### src/rtl/mips_pkg.sv
// Shared definitions for the MIPS core front end.
//   - PC select codes driven by the control unit
//   - program-counter FSM state encoding
//   - default reset and exception vectors
package mips_pkg;

  localparam logic [1:0] PC_SEL_SEQ = 2'b00;
  localparam logic [1:0] PC_SEL_BR  = 2'b01;
  localparam logic [1:0] PC_SEL_J   = 2'b10;
  localparam logic [1:0] PC_SEL_JR  = 2'b11;

  typedef enum logic [1:0] {
    ST_BOOT = 2'd0,
    ST_RUN  = 2'd1,
    ST_HALT = 2'd2
  } pc_state_e;

  localparam logic [31:0] DEFAULT_RESET_VECTOR = 32'h0000_0000;
  localparam logic [31:0] DEFAULT_EXC_VECTOR   = 32'h0000_0080;

endpackage

### src/rtl/pc_next_calc.sv
// Combinational next-PC calculator.
//   pc_i            current PC
//   pc_sel_i        00 seq, 01 branch, 10 jump, 11 jump-register
//   branch_taken_i  qualifies the branch select
//   imm16_i         branch offset in words (signed)
//   jtarget_i       J-format target field
//   jr_addr_i       register target for jr
//   next_pc_o       selected target (ignores misalignment)
//   pc_plus4_o      pc_i + 4, modulo 2^WIDTH
//   jr_misaligned_o jr selected with a non-word-aligned target
module pc_next_calc
  import mips_pkg::*;
#(
  parameter int unsigned WIDTH = 32
) (
  input  logic [WIDTH-1:0] pc_i,
  input  logic [1:0]       pc_sel_i,
  input  logic             branch_taken_i,
  input  logic [15:0]      imm16_i,
  input  logic [25:0]      jtarget_i,
  input  logic [WIDTH-1:0] jr_addr_i,
  output logic [WIDTH-1:0] next_pc_o,
  output logic [WIDTH-1:0] pc_plus4_o,
  output logic             jr_misaligned_o
);

  localparam logic [WIDTH-1:0] FOUR = WIDTH'(32'd4);

  logic [WIDTH-1:0] br_offset;

  assign pc_plus4_o = pc_i + FOUR;

  // Word offset -> byte offset, sign-extended to the full PC width.
  assign br_offset = {{(WIDTH-18){imm16_i[15]}}, imm16_i, 2'b00};

  assign jr_misaligned_o = (pc_sel_i == PC_SEL_JR) && (jr_addr_i[1:0] != 2'b00);

  // NOTE: assign a default before the case so every path drives next_pc_o; otherwise a latch is inferred.
  always_comb begin
    next_pc_o = pc_plus4_o;
    unique case (pc_sel_i)
      PC_SEL_SEQ: next_pc_o = pc_plus4_o;
      PC_SEL_BR:  next_pc_o = branch_taken_i ? (pc_plus4_o + br_offset) : pc_plus4_o;
      // Jump keeps the region bits of the delay-slot address.
      PC_SEL_J:   next_pc_o = {pc_plus4_o[WIDTH-1:28], jtarget_i, 2'b00};
      PC_SEL_JR:  next_pc_o = jr_addr_i;
      default:    next_pc_o = pc_plus4_o;
    endcase
  end

endmodule

### src/rtl/pc_unit.sv
// Program-counter unit: PC register, run/halt FSM, exception redirect with
// EPC capture and misaligned-jr detection.
//   clk, rst       rising-edge clock, asynchronous active-high reset
//   stall_i        hold PC (exceptions and halt still act)
//   halt_req_i     enter HALT after this cycle's update
//   resume_i       leave HALT
//   pc_sel_i, branch_taken_i, imm16_i, jtarget_i, jr_addr_i  target selection
//   exc_req_i      synchronous exception request
//   pc_out_o       current PC (imem address)
//   pc_plus4_o     pc_out_o + 4, combinational (jal link)
//   fetch_valid_o  pc_out_o is fetchable (RUN state)
//   epc_o          PC of the faulting instruction
//   misaligned_o   one-cycle pulse after a misaligned jr redirect
//   halted_o       FSM is in HALT
module pc_unit
  import mips_pkg::*;
#(
  parameter int unsigned WIDTH        = 32,
  parameter logic [31:0] RESET_VECTOR = DEFAULT_RESET_VECTOR,
  parameter logic [31:0] EXC_VECTOR   = DEFAULT_EXC_VECTOR
) (
  input  logic             clk,
  input  logic             rst,
  input  logic             stall_i,
  input  logic             halt_req_i,
  input  logic             resume_i,
  input  logic [1:0]       pc_sel_i,
  input  logic             branch_taken_i,
  input  logic [15:0]      imm16_i,
  input  logic [25:0]      jtarget_i,
  input  logic [WIDTH-1:0] jr_addr_i,
  input  logic             exc_req_i,
  output logic [WIDTH-1:0] pc_out_o,
  output logic [WIDTH-1:0] pc_plus4_o,
  output logic             fetch_valid_o,
  output logic [WIDTH-1:0] epc_o,
  output logic             misaligned_o,
  output logic             halted_o
);

  localparam logic [WIDTH-1:0] RST_VEC = WIDTH'(RESET_VECTOR);
  localparam logic [WIDTH-1:0] EXC_VEC = WIDTH'(EXC_VECTOR);

  pc_state_e        state_q, state_d;
  logic [WIDTH-1:0] pc_q, pc_d;
  logic [WIDTH-1:0] epc_q, epc_d;
  logic             misaligned_q, misaligned_d;

  logic [WIDTH-1:0] next_pc;
  logic             jr_misaligned;

  pc_next_calc #(
    .WIDTH (WIDTH)
  ) u_next (
    .pc_i            (pc_q),
    .pc_sel_i        (pc_sel_i),
    .branch_taken_i  (branch_taken_i),
    .imm16_i         (imm16_i),
    .jtarget_i       (jtarget_i),
    .jr_addr_i       (jr_addr_i),
    .next_pc_o       (next_pc),
    .pc_plus4_o      (pc_plus4_o),
    .jr_misaligned_o (jr_misaligned)
  );

  always_comb begin
    state_d      = state_q;
    pc_d         = pc_q;
    epc_d        = epc_q;
    misaligned_d = 1'b0;
    unique case (state_q)
      ST_BOOT: state_d = ST_RUN;
      ST_RUN: begin
        if (exc_req_i) begin
          pc_d  = EXC_VEC;
          epc_d = pc_q;
        end else if (jr_misaligned) begin
          // A bad jr target traps even when stalled.
          pc_d         = EXC_VEC;
          epc_d        = pc_q;
          misaligned_d = 1'b1;
        end else if (!stall_i) begin
          pc_d = next_pc;
        end
        if (halt_req_i) state_d = ST_HALT;
      end
      ST_HALT: begin
        if (exc_req_i) begin
          pc_d    = EXC_VEC;
          epc_d   = pc_q;
          state_d = ST_RUN;
        end else if (resume_i) begin
          state_d = ST_RUN;
        end
      end
      default: state_d = ST_BOOT;
    endcase
  end

  // NOTE: sequential state uses non-blocking assignments so all registers update from the same pre-edge values.
  always_ff @(posedge clk or posedge rst) begin
    if (rst) begin
      state_q      <= ST_BOOT;
      pc_q         <= RST_VEC;
      epc_q        <= '0;
      misaligned_q <= 1'b0;
    end else begin
      state_q      <= state_d;
      pc_q         <= pc_d;
      epc_q        <= epc_d;
      misaligned_q <= misaligned_d;
    end
  end

  assign pc_out_o      = pc_q;
  assign epc_o         = epc_q;
  assign misaligned_o  = misaligned_q;
  assign fetch_valid_o = (state_q == ST_RUN);
  assign halted_o      = (state_q == ST_HALT);

endmodule

### config.mk
export PLATFORM = sky130hd
export DESIGN_NAME = pc_unit
export DESIGN_NICKNAME = d
export VERILOG_FILES = /design/src/rtl/mips_pkg.sv /design/src/rtl/pc_next_calc.sv /design/src/rtl/pc_unit.sv
export SDC_FILE = /design/constraint.sdc
export NUM_CORES = 1
export LEC_CHECK = 0
export CORE_UTILIZATION = 30
export CTS_BUF_LIST = sky130_fd_sc_hd__clkbuf_8 sky130_fd_sc_hd__clkbuf_16
export CTS_CLUSTER_DIAMETER = 60
export DETAILED_ROUTE_END_ITERATION = 12
export PLACE_DENSITY = 0.63
export SLEW_MARGIN = 20
export SYNTH_ARGS = -nofsm -noshare
export SYNTH_HDL_FRONTEND = slang
export SYNTH_SLANG_ARGS = --single-unit
### constraint.sdc
create_clock -name clk -period 4.9 [get_ports clk]
set_input_delay 0.735 -clock clk [delete_from_list [all_inputs] [get_ports clk]]
set_output_delay 0.735 -clock clk [all_outputs]
set_load 0.03 [all_outputs]
# Yosys cells after proc, flatten, opt, wreduce, memory -nomap -nowiden
# Cells that the tools add are included.
[totals]
inputBits = 83
regBits = 67
word_cells = 42
out_inout_bits = 99
[classes]
add_sub_neg = 2
n_mux = 18
n_reduce_logical = 8
eq_ne = 10
[ops]
columns = ["operator", "count"]
rows = [
  ["$mux 32", 8],
  ["$pmux 32 s2", 2],
  ["$pmux 32 s4", 1],
  ["$add 32x3->32 const B", 1],
  ["$add 32x32->32", 1],
  ["$eq 2x2->1 const B", 3],
  ["$mux 2", 3],
  ["$pmux 2 s3", 1],
  ["$reduce_and 3->1", 2],
  ["$eq 2x1->1 const B", 2],
  ["$logic_not 2->1", 2],
  ["$ne 2x2->1 const B", 2],
  ["$ne 4x3->1 const B", 1],
  ["$reduce_bool 2->1", 2],
  ["$mux 1", 3],
  ["$ne 3x2->1 const B", 1],
  ["$ne 3x3->1 const B", 1],
  ["$reduce_and 2->1", 1],
  ["$logic_and 1x1->1", 1],
]

# Longest topological paths before layout
[depth]
word_depth = 8
depth_mapped = 17
depth_no_buf = 15

# Hierarchy
# Synthesis repeated with hierarchy kept, for this count alone.
[hier_totals]
hier_cells = 683
hier_area_um2 = 5963.2
[by_module_without_submodules]
columns = ["mod", "area_each_um2", "instances", "cells_each"]
rows = [
  ["pc_next_calc", 3151.8, 1, 459],
  ["pc_unit", 2811.4, 1, 224],
]

# Worst setup path before layout
# No wires, ideal clock.
[synth_timing]
path_kind = "reg-to-reg"
from = "reg pc_q[4], in the netlist pc_out_o[4]"
to = "reg pc_q[30], in the netlist pc_out_o[30]"
synth_period_minus_slack_ps = 4118
setup_time_ps = 78
path_slack_ps = 782
stages_incl_launch_ff = 16
path_buffers = 1
arrival_time_ps = 4041
cell_sequence = "dfrtp_1 > and4_4 > nand4_4 > nor2_1 > nand3_1 > xnor2_1 > ha_1 > clkbuf_1 > a21o_1 > a21o_1 > a21o_1 > or3_1 > a211oi_2 > nor3_1 > mux2_1 > o21ai_1"
[synth_via]
elab_chain_len = 8
[synth_rtl]
columns = ["item", "line_no", "source"]
rows = [
  ["from (decl)", "pc_unit.sv:45", "logic [WIDTH-1:0] pc_q, pc_d;"],
  ["from (signal assigned)", "pc_unit.sv:109", "pc_q <= pc_d;"],
  ["$add 32x3->32", "pc_next_calc.sv:31", "assign pc_plus4_o = pc_i + FOUR;"],
  ["net pc_plus4_o[23]", "pc_unit.sv:34", "output logic [WIDTH-1:0] pc_plus4_o,"],
  ["$add 32x32->32", "pc_next_calc.sv:43", "PC_SEL_BR: next_pc_o = branch_taken_i ? (pc_plus4_o + br_offset) : pc_plus4_o;"],
  ["$mux 32", "pc_next_calc.sv:43", ""],
  ["$pmux 32 s4", "pc_next_calc.sv:41", "unique case (pc_sel_i)"],
  ["$mux 32", "pc_unit.sv:82", "end else if (!stall_i) begin"],
  ["$mux 32", "pc_unit.sv:77", "end else if (jr_misaligned) begin"],
  ["$mux 32", "pc_unit.sv:74", "if (exc_req_i) begin"],
  ["$pmux 32 s2", "pc_unit.sv:71", "unique case (state_q)"],
]
# The timed path passes the listed nets, and every way through them passes these cells. The select of a mux whose other input is x is not followed.
# A chain may end at the register's enable or synchronous reset.

# Worst setup path after layout
[layout_timing]
from = "reg pc_q[4], in the netlist pc_out_o[4]"
to = "reg pc_q[22], in the netlist pc_out_o[22]"
[layout_via]
elab_chain_len = 8
[layout_rtl]
columns = ["item", "line_no"]
rows = [
  ["$add 32x3->32 (*)", "pc_next_calc.sv:31"],
  ["$add 32x32->32", "pc_next_calc.sv:43"],
  ["$mux 32", "pc_next_calc.sv:43"],
  ["$pmux 32 s4 (*)", "pc_next_calc.sv:41"],
  ["$mux 32 (*)", "pc_unit.sv:82"],
  ["$mux 32 (*)", "pc_unit.sv:77"],
  ["$mux 32 (*)", "pc_unit.sv:74"],
  ["$pmux 32 s2 (*)", "pc_unit.sv:71"],
]
# Mark *: on every way between the ends. The rest lies on a longest branch, timed or not. The select of a mux whose other input is x is not followed.

==> summary.txt <==
Finish
  • Final core occ: approximately 43%
  • Area Growth Syn to Fin: 41.27%
  • Layout cells sized above 1: 10.45%
  • ANT cells: 0
  • Final nets: around 940

STA
  • Slew @ Worst Pin: around 1000 ps
  • Fmax: around 250 MHz
  • Clk_skew: between 9 and 10 ps
  • Crit path time final: 3966 ps
  • Final Hold Violating Endpoints: 0
  • RSZ-0062 raised after global routing: false
  • Final WS setup: 933.9 ps
  • Final period util: about four fifths
  • Max transition margin: between 30% and 40%
  • # setup viols final: 0
  • Max-slew violations: 0
  • Setup_tns: 0 ps

Route
  • 1st-iter DRT viols: between 300 and 400
  • WL/cell: around 19 um
  • Routed WL: 19.96 mm
  • DR vias/cell: around 5.3
  • Via count: about 5600
  • Iteration count of the initial detailed-routing pass: 5
  • Antenna viol nets, final: 0
  • DRC viols: 0

Die
  • Num rows: 50
  • Die ar.: a little under 20000 sq um
  • Io pins: roughly 180
  • Die X: between 100 and 150 um
  • Initial Util: approximately 31%
  • Core Region: between 15000 and 20000 sq um
  • Die Y: between 100 and 150 um

Power and ir drop
  • VDD IR max: between 0.15 and 0.2 mV
  • Pwr dens: ~570 nW/um^2
  • Leakage power: around 3.5 nW

Clock tree
  • Post_cts resized: 0
  • Worst-Skew Late Latency: approximately 340 ps
  • Cts-stage hold buffer count: 0
  • CTS tree: done
  • Reg clk slew, reported paths: 60 ps
  • Htree depth: 3
  • CTS root buf: clkbuf_16
  • Setup Buffers After CTS: 0
  • Num CTS Buffers: 9
  • # clock sinks: 67
  • Worst-case clock buffer depth: 2

Run status
  • Status: completed

Worst hold path
  • Hold Crit Class: flip-flop to flip-flop

Critical path
  • Crit Path Class: flip-flop to flip-flop
  • Critical Path End Type: flip-flop
  • Startpoint class of the critical path: flip-flop
  • Data required, critical path: 5120 ps
  • Crit path arrival time: roughly 4200 ps
  • Crit path max fanout: 8

Flow run
  • # Max-Cap Violations: 0

Synthesis
  • Synth top area share: between 20% and 30%
  • Yosys warning count: 0
  • Sequential share of the synthesized area: just under 30%
  • EDFF count, synth: 0
  • Syn nets: 773
  • Seq cells post-synth: 67
  • Syn Area/Cell: 8.778 sq um
  • Synth unique cells: 71
  • Top cells by area, synth: dfrtp_1, ha_1, mux2_2
  • Cells after synthesis: 650
  • Post-synth top flop: dfrtp_1
  • Leading area contributor after synthesis: dfrtp_1
  • Fraction of registers with async set/reset: between 90% and 100%
  • Mapped Area: around 5700 sq um

Placed design
  • Hpwl dp: ~16 mm
  • IO Port Bufs: 181
  • Routability cong.: 0.8568
  • Post-Place Worst Slack: a little under 1000 ps

GRT
  • Global Route Usage Sum: approximately a fifth
  • First-pass GRT wire length: 31.23 mm
  • Vias in the first global route: roughly 5400
  • Largest net degree at the start of global routing: between 40 and 50
  • Antenna violations before repair: 0
  • GR Overflow Total: 0
[stage by stage]
step | instance area, sq um | hold slack (ps) | cells | power [mW]
floorplan | 5705 | 528.3 | 650 | 2.816
global placement | 7754 | 467.1 | 1041 | 3.884
detailed placement | 7754 | 475.5 | 1041 | 3.888
CTS | 8060 | 488.3 | 1057 | 4.564
global route | 8060 | 519.8 | 1057 | 4.839
finish | 8060 | 480.9 | 1057 | 4.558
[cells in the final DEF, fill, tap and decap left out, types with 8 or more instances in the layout]
cell type	count
a211oi_1	9
dfrtp_1	67
xor2_1	21
a22o_1	12
ha_1	39
a21o_1	14
nand3_1	19
buf_4	8
clkbuf_16	9
mux2i_1	11
nor3_1	10
a21oi_1	47
nor2_1	38
nand2_1	72
inv_1	22
nand4_1	9
clkdlybuf4s50_1	180
mux2_2	37
xnor2_1	29
a22oi_1	8
o21ai_0	46
[registers in the layout, summed over array words and instances (netlist names)]
| register | count |
|---|---|
| misaligned_o | 1 |
| state_q | 2 |
| pc_out_o | 32 |
| epc_o | 32 |
[cell usage after synthesis, drive strengths merged, types with 6 or more instances]
master	instances
a211oi	11
a21o	14
a21oi	48
a22o	12
a22oi	8
a31oi	7
buf	12
clkbuf	20
dfrtp	67
ha	39
inv	21
mux2	38
mux2i	11
nand2	74
nand2b	6
nand3	19
nand4	11
nor2	40
nor3	11
o211ai	6
o21ai	51
o31ai	6
xnor2	29
xor2	21
[power by group]
part           internal, mW  total (mW)  switching, mW
sequential            0.726       0.955          0.228
combinational          1.21        2.94           1.73
clock                 0.419       0.659          0.241
[kinds of logic after synthesis]
group	count (synthesis)	share of synthesized area [%]
buffers and inverters	53	3.750
AO/OA/AOI/OAI	202	24.50
XOR/XNOR	50	7.675
adder cells (fa/ha/maj)	40	8.904
flip-flops	67	29.39
multiplexers	49	9.430
AND/OR/NAND/NOR	189	16.36
[worst max-delay path: stages (launching register included)]
cell      delay [ps]
dfrtp_1          460
and4_4           310
nand3_1          150
nor3_1           410
nand3_1          160
xnor2_1          430
ha_1             380
nand2_1          110
o21ai_0          120
nand3_1          100
nand2_1          100
a211oi_2         320
o21ai_0          180
xnor2_1          210
o21ai_0          160
a22o_1           230
[layer usage]
| layer | global-route usage, % | routed length, um | up-vias |
|---|---|---|---|
| li1 | - | - | 2739 |
| met1 | 29.25 | 9268 | 2671 |
| met2 | 32.13 | 9135 | 187 |
| met3 | 3.179 | 1131 | 30 |
| met4 | 6.536 | 421 | 0 |
| met5 | 0 | 0 | - |
[final cells by class]
cell class                      instances  area [sq um]
Inverter                               21         78.83
Multi-Input combinational cell        530          3839
Tap cell                              234         292.8
Timing Repair Buffer                  189          1867
Clock buffer                           11         252.7
Fill cell                            1866         10580
Sequential cell                        67          1677
Clock inverter                          5         53.80
[worst paths after layout]
path / startpoint / endpoint / slack (ps) / cells after the start
worst max-delay path: pc_out_o[4] / pc_out_o[22] / 930 / 15
worst min-delay path: epc_o[2] / epc_o[2] / 480 / 2
worst max register to register: pc_out_o[4] / pc_out_o[22] / 930 / 15
worst min register to register: epc_o[2] / epc_o[2] / 480 / 2
max in group asynchronous: rst / pc_out_o[10] / 3130 / 3
min in group asynchronous: rst / state_q[1] / 850 / 2
Note: power is estimated with default switching activity, not from simulation.
